`src/rtl/image_writer_if.sv`:
```
// Pixel stream in, memory port A out, plus frame control/status for image_writer.
// The abort signal exists only when IMAGE_WRITER_ABORT_EN is defined.
interface image_writer_if;
   logic        start;
   logic [7:0]  pixel_in;
   logic        pixel_valid;
   logic        pixel_ready;
   logic [15:0] address;
   logic [63:0] inputData;
   logic        writeEnable;
   logic        busy;
   logic        done;
`ifdef IMAGE_WRITER_ABORT_EN
   logic        abort;

   modport master (
      output start, pixel_in, pixel_valid, abort,
      input  pixel_ready, address, inputData, writeEnable, busy, done
   );
   modport slave (
      input  start, pixel_in, pixel_valid, abort,
      output pixel_ready, address, inputData, writeEnable, busy, done
   );
`else
   modport master (
      output start, pixel_in, pixel_valid,
      input  pixel_ready, address, inputData, writeEnable, busy, done
   );
   modport slave (
      input  start, pixel_in, pixel_valid,
      output pixel_ready, address, inputData, writeEnable, busy, done
   );
`endif
endinterface

```
`src/rtl/image_writer.sv`:
```
// Packs 8-bit pixels into 64-bit words and writes one frame to memory port A.
// Optional abort input enabled by defining IMAGE_WRITER_ABORT_EN.
module image_writer #(
   parameter int unsigned IMG_WIDTH  = 256,
   parameter int unsigned IMG_HEIGHT = 256,
   parameter logic [15:0] BASE_ADDR  = 16'h0000
) (
   input logic            clk_FPGA,
   input logic            rst,
   image_writer_if.slave  bus
);

   localparam int unsigned Words    = IMG_WIDTH * IMG_HEIGHT / 8;
   localparam logic [16:0] LastWord = 17'(Words - 1);

   if ((IMG_WIDTH * IMG_HEIGHT) % 8 != 0) begin : gen_bad_size
      $error("image_writer: IMG_WIDTH*IMG_HEIGHT must be a multiple of 8");
   end

   typedef enum logic [1:0] {StIdle, StFill, StWrite, StDone} state_e;

   state_e      state_q, state_d;
   logic [15:0] addr_q, addr_d;
   logic [63:0] data_q, data_d;
   logic [2:0]  byte_q, byte_d;
   logic [16:0] word_q, word_d;
   logic        we_q, we_d;
   logic        busy_q, busy_d;
   logic        done_q, done_d;
   logic        abort_req;

`ifdef IMAGE_WRITER_ABORT_EN
   assign abort_req = bus.abort;
`else
   assign abort_req = 1'b0;
`endif

   always_comb begin
      state_d = state_q;
      addr_d  = addr_q;
      data_d  = data_q;
      byte_d  = byte_q;
      word_d  = word_q;

      unique case (state_q)
         StIdle: begin
            if (bus.start) begin
               addr_d  = BASE_ADDR;
               byte_d  = 3'd0;
               word_d  = 17'd0;
               state_d = StFill;
            end
         end
         StFill: begin
            if (bus.pixel_valid) begin
               data_d[{byte_q, 3'b000} +: 8] = bus.pixel_in;
               byte_d = byte_q + 3'd1;
               if (byte_q == 3'd7) begin
                  state_d = StWrite;
               end
            end
         end
         StWrite: begin
            word_d = word_q + 17'd1;
            byte_d = 3'd0;
            // Address stays on the last written word once the frame is complete.
            if (word_q == LastWord) begin
               state_d = StDone;
            end else begin
               addr_d  = addr_q + 16'd1;
               state_d = StFill;
            end
         end
         StDone: begin
            state_d = StIdle;
         end
         default: begin
            state_d = StIdle;
         end
      endcase

      if (abort_req && (state_q == StFill || state_q == StWrite)) begin
         state_d = StIdle;
      end

      // Strobes are registered from the next state so they align with it.
      we_d   = (state_d == StWrite);
      busy_d = (state_d == StFill) || (state_d == StWrite);
      done_d = (state_d == StDone);
   end

   always_ff @(posedge clk_FPGA or posedge rst) begin
      if (rst) begin
         state_q <= StIdle;
         addr_q  <= 16'd0;
         data_q  <= 64'd0;
         byte_q  <= 3'd0;
         word_q  <= 17'd0;
         we_q    <= 1'b0;
         busy_q  <= 1'b0;
         done_q  <= 1'b0;
      end else begin
         state_q <= state_d;
         addr_q  <= addr_d;
         data_q  <= data_d;
         byte_q  <= byte_d;
         word_q  <= word_d;
         we_q    <= we_d;
         busy_q  <= busy_d;
         done_q  <= done_d;
      end
   end

   assign bus.pixel_ready = (state_q == StFill);
   assign bus.address     = addr_q;
   assign bus.inputData   = data_q;
   assign bus.writeEnable = we_q;
   assign bus.busy        = busy_q;
   assign bus.done        = done_q;

endmodule

```
`src/flat_wrapper.sv`:
```
// flat-port wrapper written by rule: the top's interface ports become plain ports
module image_writer_flat 
#(
   parameter int unsigned IMG_WIDTH  = 256,
   parameter int unsigned IMG_HEIGHT = 256,
   parameter logic [15:0] BASE_ADDR  = 16'h0000
)
  (clk_FPGA, rst, bus_start, bus_pixel_in, bus_pixel_valid, bus_pixel_ready, bus_address, bus_inputData, bus_writeEnable, bus_busy, bus_done);
  image_writer_if bus_i ();
  input logic clk_FPGA;
  input logic rst;
  input wire logic [$bits(bus_i.start)-1:0] bus_start;
  input wire logic [$bits(bus_i.pixel_in)-1:0] bus_pixel_in;
  input wire logic [$bits(bus_i.pixel_valid)-1:0] bus_pixel_valid;
  output wire logic [$bits(bus_i.pixel_ready)-1:0] bus_pixel_ready;
  output wire logic [$bits(bus_i.address)-1:0] bus_address;
  output wire logic [$bits(bus_i.inputData)-1:0] bus_inputData;
  output wire logic [$bits(bus_i.writeEnable)-1:0] bus_writeEnable;
  output wire logic [$bits(bus_i.busy)-1:0] bus_busy;
  output wire logic [$bits(bus_i.done)-1:0] bus_done;
  assign bus_i.start = bus_start;
  assign bus_i.pixel_in = bus_pixel_in;
  assign bus_i.pixel_valid = bus_pixel_valid;
  assign bus_pixel_ready = bus_i.pixel_ready;
  assign bus_address = bus_i.address;
  assign bus_inputData = bus_i.inputData;
  assign bus_writeEnable = bus_i.writeEnable;
  assign bus_busy = bus_i.busy;
  assign bus_done = bus_i.done;
  image_writer #(.IMG_WIDTH(IMG_WIDTH), .IMG_HEIGHT(IMG_HEIGHT), .BASE_ADDR(BASE_ADDR)) u_core (.clk_FPGA(clk_FPGA), .rst(rst), .bus(bus_i));
endmodule
```
`config.mk`:
```
export PLATFORM = sky130hd
export DESIGN_NAME = image_writer_flat
export DESIGN_NICKNAME = d
export VERILOG_FILES = /design/src/rtl/image_writer_if.sv /design/src/rtl/image_writer.sv /design/src/flat_wrapper.sv
export SDC_FILE = /design/constraint.sdc
export NUM_CORES = 1
export LEC_CHECK = 0
export BUFFER_PORTS_ARGS = -buffer_cell sky130_fd_sc_hd__buf_4
export CORE_MARGIN = 2
export CORE_UTILIZATION = 30
export DETAILED_ROUTE_END_ITERATION = 10
export PLACE_DENSITY_LB_ADDON = 0.05
export SLEW_MARGIN = 20
export SYNTH_ARGS = -nofsm -noshare
export SYNTH_HDL_FRONTEND = slang
export SYNTH_SLANG_ARGS = --single-unit
```
`constraint.sdc`:
```
create_clock -name clk_FPGA -period 4.05 [get_ports clk_FPGA]
set_input_delay 0.405 -clock clk_FPGA [delete_from_list [all_inputs] [get_ports clk_FPGA]]
set_output_delay 0.405 -clock clk_FPGA [all_outputs]
set_load 0.05 [all_outputs]
```
==> summary.md, run 1 <==
Across all register-to-register paths, the minimum setup slack is 1.57 ns. The number of flops mapped to enable cells by yosys was 0. The total power per unit cell area is 825 nW/µm². The worst setup path is captured at a flip-flop. The die is 127 µm wide.

The tools report the final-report setup violation count as 0. In this run the worst path has a maximum fanout of 12. The layout cell share with drive strength beyond 1 works out to 0.348. Setup repair after global routing left no endpoint under its margin.

The total number of nets in the final design came out at 514. Maximum vdd drop: 0.000499 V. For this run the aggregate overflow at the end of global routing stands at 0.

Data on the critical path arrives at its endpoint at 2.72 ns. In the post-synthesis netlist, the biggest area contributors are sky130_fd_sc_hd__dfrtp_1 58%, sky130_fd_sc_hd__mux2_2 12%, sky130_fd_sc_hd__nand2_1 5.2%, sky130_fd_sc_hd__o21ai_0 3.9%, sky130_fd_sc_hd__nand3_1 2.4%. The detail route stage leaves a number of antenna-violating nets equal to 0. The tools report the number of detailed-route iterations in the first pass as 4. For the worst setup path, the data required time is 4.29 ns. The H-tree was split into 3 levels.

The wire-length estimate of the detail-placed layout is 8060 µm. The post-CTS setup repair buffer count was 0. After synthesis, the netlist uses 48 different library cells. Of all cell types, the one taking the most synthesized area is sky130_fd_sc_hd__dfrtp_1. The later pin in the worst-skew pair is clocked with a latency of 0.35 ns. The clock buffer count from CTS is 9.

By count the netlist is led by 105 x sky130_fd_sc_hd__dfrtp_1, 63 x sky130_fd_sc_hd__nand2_1, 48 x sky130_fd_sc_hd__mux2_2. TritonCTS built the clock tree. The tools report the netlist area before placement as 4560 µm². Via count of the first global-routing pass: 3425.

The area growth from synthesis to final layout is 26.2%, and the count of vias placed by the detailed router is 3330. Clock root buffer master: sky130_fd_sc_hd__clkbuf_16. The overall global routing resource usage was 0.150; the synthesized instance count was 397. The last weighted congestion value of the routability-driven placer came out at 0.771. The die covers 16200 µm². Traced cell by cell, the critical path runs through inv_1 > ha_1 > nor4b_1 > and3_1 > mux2_2.

Once layout is complete, the cells apart from fillers number 688. The post-cts sizing count was 0; the core region area was 15000 µm². The clock arrives with 0.00867 ns of skew. After detailed routing, the average wire length per cell comes to 16.6 µm. After detailed routing, the number of remaining DRC violations is 0. The total nets after synthesis was 416. The first global-routing pass estimated 18700 µm of wire. The initialized floorplan defines 45 standard-cell rows.

Dividing the detail-routed via count by the number of cells gives 4.84. The fraction of synthesized cell area taken by the top area cell type came out at 0.576. The share of flip-flops with an asynchronous set or reset after synthesis is 1.00, and the final-layout setup total negative slack is 0 ns. The number of hold violations in the final report was 0; the slack of the critical path was 1.57 ns. Most numerous cell in the Yosys netlist: sky130_fd_sc_hd__dfrtp_1. The post-detailed-routing wire length is 11400 µm.

The setup path with the least slack is of type flip-flop to flip-flop. The tools report the initial antenna violation count as 0. Final-report max-slew violation count: 0. For the finished layout, the period the worst path requires is 2.48 ns. Max-cap violations in this run came to 0. In this run the vertical extent of the chip is 127 µm. For this run, the top clock speed supported by timing is 0.403 GHz. Among all flip-flop cells after synthesis, the most frequent one is sky130_fd_sc_hd__dfrtp_1. The hold buffer count at cts is 0, and the number of synthesized register bits is 105. The maximum cell stage delay along the critical path is 0.56 ns. The layout has 1497 filler cells.

Pin placement for this block handled 96 I/O pins. For this run, the number of Yosys warnings is 0. The run finished with clean final reports. The path class of the tightest hold or removal check is primary input to async pin.

The clock passes through at most 2 buffers. The tools report the effective utilization at floorplan as 0.304. The detailed router finished its first iteration with 140 violations. The core occupancy in the finished layout is 0.383. The run gives 0.494 as the normalized max-slew margin. The number of sinks driven by the clock tree is 105. The repair_antennas step left the layout with diodes totalling 0. The measured slew at the worst slew-check pin is 0.759 ns, and the clock-pin slew of the registers on the worst-case setup and hold paths is 0.07 ns. The port buffer count was 95. For the number of cells in the design after placement, the log shows 672. The worst setup path is launched from a flip-flop. Entering global routing, the biggest net connects 60 pins. The per-instance average area after synthesis was 11.5 µm²; the setup slack after placement was 1.58 ns.

In this run the static leakage power is 2.77 nW. The post-route fraction of the period consumed by the critical path was 0.612. The slowest cell on the critical path was sky130_fd_sc_hd__dfrtp_1.

The tools report the share of the yosys chip area belonging to registers as 0.576.
[cell type report]
cell class	count	area, µm²	area share
clock inverter	4	33.8	0.00586
inverter	9	36.3	0.00630
tap	188	235	0.0408
multi-input combinational	273	1850	0.322
clock buffer	12	246	0.0428
timing repair buffer	97	728	0.126
sequential	105	2630	0.456
[power by group]
part | total (W) | internal, W | switching, W
combinational | 0.00231 | 0.000723 | 0.00159
clock | 0.000835 | 0.000440 | 0.000395
sequential | 0.00161 | 0.00138 | 0.000224
total | 0.00475 | 0.00254 | 0.00221
[worst paths after layout]
check | depth (start not counted) | to | from
max | 5 | u_core.bus.inputData[19]$_DFFE_PP0P_ | u_core.byte_q[0]$_DFFE_PP0P_
min | 2 | u_core.bus.inputData[56]$_DFFE_PP0P_ | rst
max reg2reg | 5 | u_core.bus.inputData[19]$_DFFE_PP0P_ | u_core.byte_q[0]$_DFFE_PP0P_
min reg2reg | 1 | u_core.word_q[16]$_DFFE_PP0P_ | u_core.word_q[16]$_DFFE_PP0P_
max in group asynchronous | 3 | u_core.bus.address[10]$_DFFE_PP0P_ | rst
min in group clk_FPGA | 3 | u_core.bus.inputData[43]$_DFFE_PP0P_ | bus_pixel_in[3]
[stage by stage]
step	cell area [µm²]	hold slack [ns]	power (W)
after floorplan	4560	0.446	0.00324
after global placement	5480	0.457	0.00394
final	5760	0.203	0.00475
after detailed placement	5480	0.470	0.00396
after global routing	5760	0.266	0.00503
after CTS	5760	0.227	0.00483
[layer usage]
layer	track usage	vias up	share of wire
li1	-	1602	-
met1	0.189	1646	0.45
met2	0.246	75	0.48
met3	0.0544	7	0.058
met4	0.0375	0	0.0088
met5	0	-	0
[cell families after synthesis]
group | synth area share
xor gates and xnor gates | 0.00576
adders and majority gates | 0.0192
and+or+nand+nor | 0.159
buffers and inverters | 0.0181
DFF | 0.576
muxes | 0.138
AOI/OAI and AO/OA | 0.0839
[flip-flops by register name (all words and copies together), names as in the netlist]
register	flops
u_core.bus.writeEnable	1
u_core.bus.busy	1
u_core.byte_q	3
u_core.bus.done	1
u_core.bus.inputData	64
u_core.word_q	17
u_core.bus.address	16
u_core.state_q	2
[worst max-delay path: cells and delay by family (launching register included)]
kind                       cells  cell delay, ns
adders and majority gates      1            0.49
buffers and inverters          1            0.12
DFF                            1            0.56
muxes                          1            0.38
and+or+nand+nor                2            0.81
[cells in the final DEF (no fill, tap or decap), types with 3 or more instances in the layout]
master / instances
sky130_fd_sc_hd__dfrtp_1: 105
sky130_fd_sc_hd__nand2_1: 63
sky130_fd_sc_hd__ha_1: 7
sky130_fd_sc_hd__a21o_1: 6
sky130_fd_sc_hd__nand3_1: 22
sky130_fd_sc_hd__clkbuf_16: 9
sky130_fd_sc_hd__nor2_1: 17
sky130_fd_sc_hd__and4_1: 3
sky130_fd_sc_hd__o21ai_0: 36
sky130_fd_sc_hd__a21oi_1: 4
sky130_fd_sc_hd__nor3_1: 4
sky130_fd_sc_hd__nor4_1: 3
sky130_fd_sc_hd__nand4_2: 3
sky130_fd_sc_hd__buf_4: 97
sky130_fd_sc_hd__mux2i_1: 9
sky130_fd_sc_hd__nand4_1: 5
sky130_fd_sc_hd__a22o_1: 3
sky130_fd_sc_hd__inv_1: 8
sky130_fd_sc_hd__mux2_2: 48
sky130_fd_sc_hd__nor2_2: 3
No activity file was read; power rests on OpenSTA's default activity.
==> inputs of run 2 (changes only) <==
- ABC_AREA: not set -> 1
- clock period: 4.05 -> 2.43 ns (I/O delays scaled with it)
==> run 2 against run 1 <==
Wire length up 13%. Total power up 60%. Final cell count up 33%. Critical path depth up 3. Largest power group unchanged. Setup slack worse by 1.3 ns. Sequential share of layout area down 3.4 points. Global-route usage up 0.15 points. Die area up 8.2%. Hold slack worse by 0.19 ns.
==> summary.md, run 2 <==
The number of detailed-route iterations in the first pass was 5 (+1); the post-detailed-route via-to-cell ratio was 4.53 (-6.4%). The normalized max-slew margin is 0.611 (+0.117). Startpoint-to-endpoint class of the critical path: flip-flop to flip-flop.

For the data arrival time at the worst-slack endpoint, the log shows 2.36 ns (-0.36 ns). The tools report the design area as 6230 µm² (+8.1%). Horizontal extent of the die: 132 µm (+4.0%).

The number of nets still failing antenna checks after routing was 0 (unchanged); the final-layout setup total negative slack was 0 ns (unchanged). The total power per unit cell area was 1220 nW/µm² (+48%). The tools report the number of core rows as 46 (+2.2%). For the via count of the first global-routing pass, the log shows 4036 (+18%). The run gives 9 (unchanged) as the clock buffer count from CTS.

The run gives 106 (+77%) as the pin count of the biggest net entering global routing. The tools report the post-cts sizing count as 0 (unchanged). The count of unresolved DRC violations after routing came out at 0 (unchanged). The worst setup path is launched from a flip-flop. The count of vias placed by the detailed router came out at 4151 (+25%). By area the synthesized netlist is led by sky130_fd_sc_hd__dfrtp_1 53%, sky130_fd_sc_hd__nand2_1 16%, sky130_fd_sc_hd__nor2_1 4.3%, sky130_fd_sc_hd__inv_1 3.9%, sky130_fd_sc_hd__o21ai_1 3.2%. The layout cell share with drive strength beyond 1 was 0.219 (-0.129); the residual overflow from global routing was 0 (unchanged).

The run gives 3 (unchanged) as the deepest level of the CTS H-tree. The run gives 96 (unchanged) as the I/O pin count. For the count of unique library cells instantiated by Yosys, the log shows 38 (-21%).

The power after layout came out at 0.00763 W (+60%). The number of cells in the design after placement was 900 (+34%). The total leakage power came out at 3.15 nW (+14%).

Tracing the worst setup path back leads to its startpoint at u_core.byte_q[0]$_DFFE_PP0P_. For the number of sinks driven by the clock tree, the log shows 105 (unchanged). The worst hold-check path type is primary input to async pin.

The final-report max-slew violation count came out at 0 (unchanged). TritonCTS built the clock tree. The final-report setup violation count is 0 (unchanged), and the number of synthesized register bits is 105 (unchanged).

The fraction of synthesized cell area taken by the top area cell type was 0.531 (-0.0451). The post-detailed-routing wire length is 12900 µm (+13%). The tools report the total area of sequential cells as 2630 µm² (unchanged). Global-route wire length before repair: 21000 µm (+12%). The tools report the starting DRC count in detailed routing as 198 (+41%). The area growth from synthesis to layout is 25.7%. For the HPWL after detailed placement, the log shows 9090 µm (+13%).

For the maximum clock path buffer count, the log shows 2 (unchanged). The placed cell area came out at 5920 µm² (+8.0%). Setup repair after global routing left no endpoint under its margin. The initial antenna violation count was 0 (unchanged); the synthesized instance count was 593 (+49%). The flow ran to the end, and the final reports show no timing, DRC or antenna violations.

For the total nets after synthesis, the log shows 612 (+47%). The final standard cell count with taps included and fillers excluded is 916 (+33%), and the minimum period implied by the final worst setup slack is 2.13 ns (-0.352 ns). The share of the yosys chip area belonging to registers was 0.531 (-0.0451).

STA classifies the critical path endpoint as a flip-flop. The measured slew at the worst slew-check pin works out to 0.584 ns (-0.175 ns). The startpoint identified for the worst register-to-register timing path is u_core.byte_q[0]$_DFFE_PP0P_. The number of max-cap violations is 0 (unchanged), and the share of flip-flops with an asynchronous set or reset after synthesis is 1.00 (unchanged). The port buffer count works out to 95 (unchanged).

Most numerous cell in the Yosys netlist: sky130_fd_sc_hd__nand2_1. The hold buffer count at cts was 0 (unchanged). The effective utilization at floorplan was 0.310 (+0.00589); the maximum clock frequency was 0.470 GHz (+17%). For the clock latency of the later-clocked register in the worst-skew pair, the log shows 0.36 ns (about the same). For the critical path data required time, the log shows 2.66 ns (-1.63 ns). The clock-pin slew of the registers on the worst-case setup and hold paths is 0.07 ns (about the same). The count of synthesis-stage warnings from yosys is 0 (unchanged), and the number of antenna cells inserted is 0 (unchanged). The number of flops mapped to enable cells by yosys came out at 0 (unchanged). The tools report the clock root buffer master as sky130_fd_sc_hd__clkbuf_16. The core region area is 16000 µm² (+6.4%). Maximum vdd drop: 0.000721 V (+45%).

For the post-route clock skew, the log shows 0.00614 ns (-0.00253 ns). Ranked by instance count, the synthesized netlist is headed by 206 x sky130_fd_sc_hd__nand2_1, 105 x sky130_fd_sc_hd__dfrtp_1, 57 x sky130_fd_sc_hd__nor2_1. The maximum fanout encountered on the critical timing path came out at 16 (+4). The number of hold violations in the final report was 0 (unchanged); the post-CTS setup repair buffer count was 0 (unchanged). For the worst hold slack after final layout, the log shows 0.0173 ns (-0.186 ns).

The final routed wire length divided by cell count was 14.1 µm (-15%). The netlist area before placement is 4950 µm² (+8.5%). The most common cell after layout, fill and taps aside is sky130_fd_sc_hd__nand2_1. The number of flip-flops in the largest register is 64 (unchanged), and the floorplan die height is 132 µm (+4.0%). Multi-input combinational cell area: 2040 µm² (+9.8%). The cell taking the most area after synthesis is sky130_fd_sc_hd__dfrtp_1.

For the die footprint, the log shows 17600 µm² (+8.2%). The library cells used most frequently in the layout, excluding fill and tap cells, are 206 x sky130_fd_sc_hd__nand2_1, 105 x sky130_fd_sc_hd__dfrtp_1, 98 x sky130_fd_sc_hd__buf_4. The per-instance average area after synthesis is 8.35 µm² (-27%).

Most common flop cell mapped by yosys: sky130_fd_sc_hd__dfrtp_1. Number of fill cells in the layout: 1681 (+12%). The logs give 0.152 (+0.00151) for the overall global routing resource usage and 714 (+39%) for the total number of nets in the final design. The post-route fraction of the period consumed by the critical path was 0.875 (+0.263). The run gives 0.810 (+5.0%) as the last weighted congestion value of the routability-driven placer.
-- run 2: final timing paths --
path / end / slack [ns] / cells after the start
max: u_core.bus.inputData[34]$_DFFE_PP0P_ / 0.30 / 8
min: u_core.word_q[12]$_DFFE_PP0P_ / 0.02 / 3
max reg2reg: u_core.bus.inputData[34]$_DFFE_PP0P_ / 0.30 / 8
min reg2reg: u_core.bus.inputData[61]$_DFFE_PP0P_ / 0.48 / 2
max in group asynchronous: u_core.bus.address[2]$_DFFE_PP0P_ / 1.94 / 3
min in group clk_FPGA: u_core.bus.inputData[5]$_DFFE_PP0P_ / 0.28 / 3
-- run 2: area by class of cell --
type | count | share of cell area
Timing Repair Buffer | 99 | 0.121
Sequential cell | 105 | 0.422
Multi-Input combinational cell | 420 | 0.327
Clock buffer | 11 | 0.0390
Inverter | 60 | 0.0370
Tap cell | 216 | 0.0434
Clock inverter | 5 | 0.0102
-- run 2: critical path, stage by stage (launching register included) --
cell	delay, ns
sky130_fd_sc_hd__dfrtp_1	0.48
sky130_fd_sc_hd__inv_2	0.10
sky130_fd_sc_hd__ha_1	0.21
sky130_fd_sc_hd__ha_1	0.43
sky130_fd_sc_hd__inv_2	0.12
sky130_fd_sc_hd__nor2_1	0.14
sky130_fd_sc_hd__nand4_2	0.31
sky130_fd_sc_hd__nand2_1	0.15
sky130_fd_sc_hd__o21ai_1	0.07
-- run 2: per-stage QoR --
step                      setup slack, ns  utilization
final                               0.303        0.389
after CTS                           0.288        0.389
after global routing               0.0660        0.389
after global placement              0.391        0.370
after detailed placement            0.282        0.370
after floorplan                     0.541            -
-- run 2: power breakdown --
| part | internal [W] | switching [W] |
|---|---|---|
| logic | 0.000960 | 0.00259 |
| registers | 0.00223 | 0.000331 |
| clock network | 0.000836 | 0.000688 |
| total | 0.00402 | 0.00360 |
-- run 2: cell families after synthesis --
kind of cell	share of synthesized area
AOI/OAI and AO/OA	0.0844
adders and majority gates	0.0177
DFF	0.531
xor gates and xnor gates	0.00531
and+or+nand+nor	0.302
buffers and inverters	0.0584
muxes	0.00202
-- run 2: layer usage --
layer | global-route usage | wire (µm) | vias to the layer above | share of wire
met5 | 0 | 0 | - | 0
met4 | 0.0573 | 153 | 0 | 0.012
met3 | 0.0299 | 510 | 11 | 0.040
met2 | 0.244 | 6050 | 85 | 0.47
met1 | 0.203 | 6170 | 1961 | 0.48
li1 | - | - | 2094 | -
==> inputs of run 3 (changes only) <==
- BUFFER_PORTS_ARGS: -buffer_cell sky130_fd_sc_hd__buf_4 -> -buffer_cell sky130_fd_sc_hd__buf_2
==> run 3 against run 2 <==
Clock-buffer cell count down 2. Critical path type unchanged. Clock power grew 3%. Via count is 1.5% lower. Register-to-register slack worse by 0.02 ns. Largest power group unchanged. Critical endpoint is now u_core.bus.inputData[33]$_DFFE_PP0P_. Final cell count stayed put. Non-clock buffer count increased by 2. Clock skew fell by 0.0016 ns. First-iteration DRC count is 7.6% lower.
==> summary.md, run 3 (synthesized netlist as in run 2, its figures left out) <==
The post-route fraction of the period consumed by the critical path is 0.882 (+0.00647), and the maximum vdd drop is 0.000713 V (-1.1%). The number of flip-flops in the largest register works out to 64 (unchanged). Setup repair after global routing left no endpoint under its margin. The maximum fanout encountered on the critical timing path is 16 (unchanged).

Number of antenna cells inserted: 0 (unchanged). The worst setup path is of the flip-flop to flip-flop kind. The tools report the launching point of the worst reg2reg path as u_core.byte_q[0]$_DFFE_PP0P_.

The floorplan die height came out at 132 µm (unchanged). The tools report the post-route clock skew as 0.00454 ns (-0.00160 ns). In this run the critical register-to-register path is captured at u_core.bus.inputData[33]$_DFFE_PP0P_. The total number of nets in the final design was 716 (+0.28%).

The sum of met2 wire segment lengths after detailed routing came out at 5980 µm (-1.2%). Highest routing layer actually used: met4. Total leakage power: 3.13 nW (-0.69%).

The worst hold path belongs to the class primary input to flip-flop. The deepest level of the CTS H-tree was 3 (unchanged). The measured slew at the worst slew-check pin is 0.688 ns (+0.104 ns), and the global-route wire length before repair is 21300 µm (+1.4%). The clock-pin slew of the registers on the worst-case setup and hold paths is 0.07 ns (about the same), and the final-layout setup total negative slack is 0 ns (unchanged). Number of hold violations in the final report: 0 (unchanged).

For the data arrival time at the worst-slack endpoint, the log shows 2.40 ns (+0.04 ns). TritonCTS built the clock tree. Last weighted congestion value of the routability-driven placer: 0.820 (+1.2%). The maximum clock frequency was 0.467 GHz (-0.73%). The wire length the detailed router placed on met1 was 6210 µm (+0.52%). The number of core rows came out at 46 (unchanged).

The count of unresolved DRC violations after routing came out at 0 (unchanged). The number of nets still failing antenna checks after routing is 0 (unchanged), and the overall global routing resource usage is 0.152 (+0.000513). For the pin count of the biggest net entering global routing, the log shows 55 (-48%).

The logs give 4 (-1) for the number of detailed-route iterations in the first pass and 540 µm (+5.9%) for the routed length on met3. The multi-input combinational cell area is 2040 µm² (unchanged). The worst hold path terminates at u_core.bus.inputData[16]$_DFFE_PP0P_.

The worst hold slack after final layout was 0.304 ns (+0.287 ns). The die footprint is 17600 µm² (unchanged), and the initial antenna violation count is 0 (unchanged). Port buffer count: 95 (unchanged). The post-CTS setup repair buffer count came out at 0 (unchanged). Most common cell after layout, fill and taps aside: sky130_fd_sc_hd__nand2_1. The critical path data required time is 2.69 ns (+0.03 ns), and the layout cell share with drive strength beyond 1 is 0.219 (unchanged). Final-report max-slew violation count: 0 (unchanged).

The via count of the first global-routing pass was 4024 (-0.30%); the maximum clock path buffer count was 2 (unchanged). The run gives 0 (unchanged) as the number of max-cap violations. STA classifies the critical path startpoint as a flip-flop. The worst setup slack for register-to-register paths is 0.29 ns (-0.02 ns). The normalized max-slew margin is 0.541 (-0.0693). The endpoint type of the worst setup path was a flip-flop. The final-report setup violation count was 0 (unchanged).

Hold-critical path depth: 3. The core region area was 16000 µm² (unchanged); the area growth from synthesis to final layout was 21.3%. The final routed wire length divided by cell count is 14.0 µm (-0.37%). The tools report the number of fill cells in the layout as 1715 (+2.0%). The run finished with clean final reports. The HPWL after detailed placement was 9130 µm (+0.46%); the post-detailed-routing wire length was 12800 µm (-0.37%).

The total power per unit cell area is 1230 nW/µm² (+0.30%). The tools report the I/O pin count as 96 (unchanged). Minimum period implied by the final worst setup slack: 2.14 ns (+0.0157 ns). The library cells used most frequently in the layout, excluding fill and tap cells, are 206 x sky130_fd_sc_hd__nand2_1, 105 x sky130_fd_sc_hd__dfrtp_1, 95 x sky130_fd_sc_hd__buf_2.

The effective utilization at floorplan is 0.310 (unchanged), and the number of sinks driven by the clock tree is 105 (unchanged). The tree is rooted in a sky130_fd_sc_hd__clkbuf_16. The horizontal extent of the die came out at 132 µm (unchanged). The total area of sequential cells is 2630 µm² (unchanged). The logs give 0 (unchanged) for the residual overflow from global routing and 0.34 ns (-0.02 ns) for the clock latency of the later-clocked register in the worst-skew pair. The startpoint identified for the worst hold timing path is bus_pixel_in[0].

Count of cells along the worst register-to-register path: 7 (-1). Clock buffer count from CTS: 9 (unchanged). The starting DRC count in detailed routing was 183 (-7.6%); the count of vias placed by the detailed router was 4089 (-1.5%). The post-detailed-route via-to-cell ratio works out to 4.46 (-1.5%).
-- run 3: cell count changes in the layout (fill, tap and decap cells not counted) --
cell | previous run | this run
sky130_fd_sc_hd__buf_2 | 0 | 95
sky130_fd_sc_hd__buf_4 | 98 | 4
sky130_fd_sc_hd__dlygate4sd3_1 | 0 | 1
sky130_fd_sc_hd__bufinv_16 | 1 | 2
sky130_fd_sc_hd__clkbuf_8 | 1 | 0
sky130_fd_sc_hd__clkinv_4 | 2 | 0
sky130_fd_sc_hd__inv_6 | 1 | 0
sky130_fd_sc_hd__clkinvlp_4 | 2 | 4
sky130_fd_sc_hd__clkbuf_1 | 1 | 0
-- run 3: worst max-delay path, stage by stage (launching register included) --
cell	delay, ns
sky130_fd_sc_hd__dfrtp_1	0.47
sky130_fd_sc_hd__inv_2	0.09
sky130_fd_sc_hd__ha_1	0.21
sky130_fd_sc_hd__ha_1	0.43
sky130_fd_sc_hd__inv_2	0.12
sky130_fd_sc_hd__nor2_1	0.14
sky130_fd_sc_hd__nand4_2	0.32
sky130_fd_sc_hd__o21ai_1	0.27
-- run 3: area by class of cell --
type,count,area share
multi-input cells,420,0.339
clock buffers,9,0.0375
clock inverters,5,0.0137
repair buffers,101,0.0891
flip-flops and latches,105,0.437
well taps,216,0.0450
inverters,60,0.0383
-- run 3: power breakdown --
part           internal [W]  switching (W)
clock              0.000893       0.000676
combinational      0.000700        0.00259
sequential          0.00222       0.000299
-- run 3: routing by layer --
layer	GRT usage	up-vias
met5	0	-
met4	0.0358	0
li1	-	2086
met1	0.212	1904
met3	0.0364	7
met2	0.240	92
-- run 3: what timing repair did --
action                                  in CTS  in global routing
gates resized for setup                      0                  0
hold buffers                                 1                  0
endpoints found under the setup margin       0                  0
endpoints found under the hold margin       54                  0
-- run 3: through the flow --
| stage | util | cell area [µm²] | std cells | power (W) | worst slack, ns |
|---|---|---|---|---|---|
| after floorplan | - | 4960 | 593 | 0.00509 | 0.541 |
| after global placement | 0.356 | 5690 | 901 | 0.00584 | 0.382 |
| after detailed placement | 0.356 | 5690 | 901 | 0.00587 | 0.293 |
| after CTS | 0.375 | 6010 | 916 | 0.00748 | 0.298 |
| after global routing | 0.375 | 6010 | 916 | 0.00782 | 0.0758 |
| final | 0.375 | 6010 | 916 | 0.00738 | 0.287 |
-- run 3: worst max-delay path by stage --
stage	start	slack (ns)	cells past startpoint	end
global route	u_core.byte_q[0]$_DFFE_PP0P_	0.08	8	u_core.bus.inputData[33]$_DFFE_PP0P_
finish	u_core.byte_q[0]$_DFFE_PP0P_	0.29	7	u_core.bus.inputData[33]$_DFFE_PP0P_
CTS	u_core.byte_q[0]$_DFFE_PP0P_	0.30	8	u_core.bus.inputData[32]$_DFFE_PP0P_
floorplan	u_core.byte_q[0]$_DFFE_PP0P_	0.54	9	u_core.bus.inputData[32]$_DFFE_PP0P_
global placement	u_core.byte_q[0]$_DFFE_PP0P_	0.38	8	u_core.bus.inputData[34]$_DFFE_PP0P_
detailed placement	u_core.byte_q[0]$_DFFE_PP0P_	0.29	8	u_core.bus.inputData[32]$_DFFE_PP0P_
